### src/rtl/raizing_clk_pkg.sv
// Shared types and default ratios for the PLL-consumer clock sequencer.
package raizing_clk_pkg;

  typedef enum logic [1:0] {
    WAIT_LOCK = 2'd0,
    SETTLE    = 2'd1,
    RUN       = 2'd2
  } state_e;

  localparam int unsigned SYS_CLK_KHZ = 94500;

  // 94.5 MHz * 32/189 = 16 MHz (68000), 94.5 MHz * 8/189 = 4 MHz (Z80)
  localparam int unsigned NUM_16M = 32;
  localparam int unsigned DEN_16M = 189;
  localparam int unsigned NUM_4M  = 8;
  localparam int unsigned DEN_4M  = 189;

endpackage

### src/rtl/raizing_frac_cen.sv
// One fractional clock-enable channel: emits NUM pulses per DEN cycles while en=1.
module raizing_frac_cen #(
  parameter int unsigned W   = 16,
  parameter int unsigned NUM = 32,
  parameter int unsigned DEN = 189
) (
  input  logic clk,
  input  logic rst,
  input  logic en,
  input  logic hold,
  output logic cen
);

  localparam int unsigned AW = W + 1;

  if (NUM > DEN) begin : g_bad_num
    $error("raizing_frac_cen: NUM must not exceed DEN");
  end
  if (64'(DEN) >= (64'(1) << W)) begin : g_bad_den
    $error("raizing_frac_cen: DEN must be below 2**W");
  end

  logic [AW-1:0] acc;
  logic [AW-1:0] nxt_c;

  // One spare bit keeps acc + NUM from wrapping since acc < DEN < 2**W.
  assign nxt_c = acc + AW'(NUM);

  always_ff @(posedge clk) begin
    if (rst || !en) begin
      acc <= '0;
      cen <= 1'b0;
    end else if (hold) begin
      cen <= 1'b0;
    end else if (nxt_c >= AW'(DEN)) begin
      acc <= nxt_c - AW'(DEN);
      cen <= 1'b1;
    end else begin
      acc <= nxt_c;
      cen <= 1'b0;
    end
  end

endmodule

### src/rtl/raizing_clk_sequencer.sv
// PLL lock sequencer: holds rst_out until lock settles, then runs two fractional enables.
// Optional RAIZING_CLK_PAUSE_EN adds a pause input that freezes both channels in RUN.
module raizing_clk_sequencer
  import raizing_clk_pkg::*;
#(
  parameter int unsigned W             = 16,
  parameter int unsigned SETTLE_CYCLES = 4096,
  parameter int unsigned NUM0          = NUM_16M,
  parameter int unsigned DEN0          = DEN_16M,
  parameter int unsigned NUM1          = NUM_4M,
  parameter int unsigned DEN1          = DEN_4M
) (
  input  logic clk,
  input  logic rst,
  input  logic pll_locked,
`ifdef RAIZING_CLK_PAUSE_EN
  input  logic pause,
`endif
  output logic rst_out,
  output logic cen0,
  output logic cen1,
  output logic running
);

  localparam int unsigned CW = (SETTLE_CYCLES > 1) ? $clog2(SETTLE_CYCLES) : 1;

  if (SETTLE_CYCLES < 1) begin : g_bad_settle
    $error("raizing_clk_sequencer: SETTLE_CYCLES must be at least 1");
  end

  logic          sync1;
  logic          lk_s;
  state_e        state;
  logic [CW-1:0] cnt;
  logic          en_c;
  logic          hold_c;

  always_ff @(posedge clk) begin
    if (rst) begin
      sync1   <= 1'b0;
      lk_s    <= 1'b0;
      state   <= WAIT_LOCK;
      cnt     <= '0;
      rst_out <= 1'b1;
      running <= 1'b0;
    end else begin
      sync1 <= pll_locked;
      lk_s  <= sync1;
      case (state)
        WAIT_LOCK: begin
          cnt <= '0;
          if (lk_s) state <= SETTLE;
        end
        SETTLE: begin
          if (!lk_s) begin
            state <= WAIT_LOCK;
            cnt   <= '0;
          end else if (cnt == CW'(SETTLE_CYCLES - 1)) begin
            state   <= RUN;
            cnt     <= '0;
            rst_out <= 1'b0;
            running <= 1'b1;
          end else begin
            cnt <= cnt + CW'(1);
          end
        end
        RUN: begin
          if (!lk_s) begin
            state   <= WAIT_LOCK;
            rst_out <= 1'b1;
            running <= 1'b0;
          end
        end
        default: begin
          state   <= WAIT_LOCK;
          cnt     <= '0;
          rst_out <= 1'b1;
          running <= 1'b0;
        end
      endcase
    end
  end

  // Channels advance only on edges that keep the FSM in RUN, so a lock loss kills enables at once.
  assign en_c = (state == RUN) && lk_s;

`ifdef RAIZING_CLK_PAUSE_EN
  assign hold_c = pause;
`else
  assign hold_c = 1'b0;
`endif

  raizing_frac_cen #(.W(W), .NUM(NUM0), .DEN(DEN0)) u_ch0 (
    .clk  (clk),
    .rst  (rst),
    .en   (en_c),
    .hold (hold_c),
    .cen  (cen0)
  );

  raizing_frac_cen #(.W(W), .NUM(NUM1), .DEN(DEN1)) u_ch1 (
    .clk  (clk),
    .rst  (rst),
    .en   (en_c),
    .hold (hold_c),
    .cen  (cen1)
  );

endmodule

### config.mk
export PLATFORM = sky130hd
export DESIGN_NAME = raizing_clk_sequencer
export DESIGN_NICKNAME = d
export VERILOG_FILES = /design/src/rtl/raizing_clk_pkg.sv /design/src/rtl/raizing_frac_cen.sv /design/src/rtl/raizing_clk_sequencer.sv
export SDC_FILE = /design/constraint.sdc
export NUM_CORES = 1
export LEC_CHECK = 0
export ABC_AREA = 1
export ABC_CLOCK_PERIOD_IN_PS = 3170
export CAP_MARGIN = 20
export CORE_MARGIN = 1.5
export CORE_UTILIZATION = 30
export DETAILED_ROUTE_END_ITERATION = 6
export SLEW_MARGIN = 30
export SYNTH_ARGS = -nofsm -noshare
export SYNTH_HDL_FRONTEND = slang
export SYNTH_SLANG_ARGS = --single-unit
### constraint.sdc
create_clock -name clk -period 3.17 [get_ports clk]
set_input_delay 0.4755 -clock clk [delete_from_list [all_inputs] [get_ports clk]]
set_output_delay 0.4755 -clock clk [all_outputs]
set_load 0.005 [all_outputs]
==> metrics.md <==
| Metric | Value |
|---|---|
| Status | finished clean |
| Worst EP arrival | 2.49 ns |
| Power Dens Cells | 311 nW/um^2 |
| Drt first pass iters | 4 |
| Synth Flop Type | dfxtp_1 |
| Final Cycle Share | 72.9% |
| IO Port Bufs | 6 |
| TritonCTS buffer count | 5 |
| Layout filler cell count | 1315 |
| Cells after synthesis | 566 |
| Setup TNS | 0 ns |
| Bufs and invs on worst path | 1 |
| Post-DP HPWL | 5950 um |
| Final setup vio count | 0 |
| R2r setup slk | 0.86 ns |
| Initial antenna violation count | 0 |
| Clock insertion delay at the later pin of the skew report | 0.29 ns |
| Synth-to-Final Area Change | 9.92% |
| Final core utilization | 33.8% |
| Worst Hold Class | reg2reg |
| Worst setup EP type | flop |
| Nets@finish | 586 |
| Commonest cells after routing, fill and taps aside | 178 x nand2_1, 64 x inv_1, 64 x nor2_1, 54 x dfxtp_1, 49 x nand3_1 |
| Vias | 3407 |
| Seq/Total Area, Yosys | 29.3% |
| All-Layer GR Usage | 12.7% |
| Clock Sinks | 54 |
| ANT nets after route | 0 |
| I/O pin total | 7 |
| Iteration-0 DRC Markers | 126 |
| Core area | 12000 um^2 |
| Max incr delay on CP | 0.53 ns |
| Slew Viols, Final | 0 |
| Htree depth | 2 |
| Die X-Extent | 114 um |
| Reg clk slew, reported paths | 0.08 ns |
| Fin Clk Skew | 0.0116 ns |
| MaxCap Viol Count | 0 |
| Postcts setup bufs | 0 |
| CTS tree | yes |
| Clock Path Buffers | 2 |
| Netlist cell types | 33 |
| Crit-path max FO | 6 |
| Share of flip-flops with an asynchronous set or reset | 0% |
| DR WL/cell | 10.7 um |
| Die area | 13000 um^2 |
| Most common cell type on the critical path | nand2_1 |
| Slowest-stage cell, CP | a21oi_1 |
| Unrepaired setup endpoints after global routing | false |
| Final worst path period need | 2.31 ns |
| Antenna Diode Count | 0 |
| Yosys reg bits | 54 |
| CP required | 3.35 ns |
| Drt total wl | 7750 um |
| Gpl congestion | 0.863 |
| CTS Hold Bufs | 0 |
| Via density | 4.72 |
| Top delay family on crit path | compound AO/OA/AOI/OAI gates |
| Number of remaining DRC errors | 0 |
| Vias in the first global route | 3179 |
| Post_cts resized | 0 |
| Slew Limit Headroom | 60.0% |
| Mapped Nets | 578 |
| Largest net degree at the start of global routing | 19 |
| Fmax | 0.433 GHz |
| WS Path Type | reg2reg |
| DIE HEIGHT | 114 um |
| Worst vdd ir | 0.000257 V |
| First-pass GRT wire length | 13700 um |
| Grt ovf | 0 |
| Clock root buffer | clkbuf_16 |
| Number of flops mapped to enable cells by yosys | 0 |
| Worst setup SP type | flop |
| Worst Max-Slew Pin Slew | 0.600 ns |
| Share of cells above drive strength 1 | 10.8% |
| Synthesized cell area | 3690 um^2 |
| Site row count | 40 |
| Critical-path cell list | ha_1, nand2_2, inv_1, nor2_1, nand2_1, o21ai_0, a21oi_1, nand2_1, xor2_1, nand2_1, nor2_1 |
| Syn Area/Cell | 6.53 um^2 |
| Final hold violation count | 0 |
| Commonest non-fill, non-tap cell in the layout | nand2_1 |
| Starting Density | 30.8% |
| Leakage | 0.00166 uW |
| Synth warn | 0 |
stage by stage:
stage | power (uW) | instances | cell area (um^2) | setup WS [ns] | hold WS (ns)
3_5_place_dp | 704 | 714 | 3910 | 0.915 | 0.397
3_3_place_gp | 704 | 714 | 3910 | 0.962 | 0.392
5_1_grt | 1310 | 722 | 4060 | 0.667 | 0.418
6_report | 1260 | 722 | 4060 | 0.858 | 0.406
2_1_floorplan | 701 | 566 | 3690 | 1.18 | 0.388
4_1_cts | 1280 | 722 | 4060 | 0.908 | 0.408
metal layers:
layer	routed length, um	share of wire, %	GRT usage (%)
met1	3630	47	15.6
met2	3840	50	23.1
met3	192	2.5	1.91
met4	86	1.1	3.58
met5	0	0	0
flip-flops by register name, indices dropped and copies added (netlist names):
register   count
cnt           12
lk_s           1
rst_out        1
running        1
state          2
sync1          1
u_ch0.acc     17
u_ch0.cen      1
u_ch1.acc     17
u_ch1.cen      1
synthesized netlist by cell type (5+ instances only):
| cell | n | share of area [%] |
|---|---|---|
| nand2_2 | 15 | 2.5 |
| nand4_1 | 15 | 2.5 |
| xor2_1 | 23 | 5.5 |
| nor2_4 | 12 | 3.7 |
| inv_1 | 64 | 6.5 |
| nand2_4 | 5 | 1.5 |
| nor2_1 | 64 | 6.5 |
| nand3_1 | 49 | 6.6 |
| nor3_1 | 6 | 0.81 |
| nor2_2 | 7 | 1.2 |
| nand2_1 | 178 | 18 |
| ha_1 | 9 | 3.0 |
| xnor2_1 | 5 | 1.2 |
| dfxtp_1 | 54 | 29 |
| a21oi_1 | 25 | 3.4 |
report_power, final:
group | switching, uW | total [uW] | internal (uW)
Clock | 258 | 576 | 318
Combinational | 4.39 | 7.75 | 3.36
Sequential | 1.14 | 680 | 679
Total | 263 | 1260 | 1000
final timing paths:
| check | startpoint | endpoint | cells after the start |
|---|---|---|---|
| setup reg to reg | u_ch1.acc[4]$_SDFF_PP0_ | u_ch1.acc[12]$_SDFF_PP0_ | 11 |
| hold reg to reg | sync1$_SDFF_PP0_ | lk_s$_SDFF_PP0_ | 2 |
| hold / removal | sync1$_SDFF_PP0_ | lk_s$_SDFF_PP0_ | 2 |
| setup / recovery | u_ch1.acc[4]$_SDFF_PP0_ | u_ch1.acc[12]$_SDFF_PP0_ | 11 |
cell families (layout without fill, tap and decap cells):
| group | count (synthesis) | count (layout) | share of synthesized area [%] |
|---|---|---|---|
| flip-flops | 54 | 54 | 29.3 |
| AO/OA/AOI/OAI | 35 | 35 | 5.18 |
| XOR/XNOR | 28 | 28 | 6.64 |
| adder cells (fa/ha/maj) | 9 | 9 | 3.05 |
| buffers and inverters | 76 | 85 | 8.33 |
| AND/OR/NAND/NOR | 364 | 364 | 47.5 |
worst min-delay path: stages, from the launching register on:
cell and delay (ns):
dfxtp_1 0.30, inv_1 0.04, nor2_1 0.03
cell type report:
cell class | instances | area, um^2 | area share [%]
Multi-Input combinational cell | 436 | 2310 | 56.8
Sequential cell | 54 | 1080 | 26.6
Inverter | 69 | 259 | 6.38
Tap cell | 147 | 184 | 4.53
Clock buffer | 6 | 139 | 3.42
Timing Repair Buffer | 8 | 75.1 | 1.85
Clock inverter | 2 | 17.5 | 0.431
Note: power is estimated with default switching activity, not from simulation.
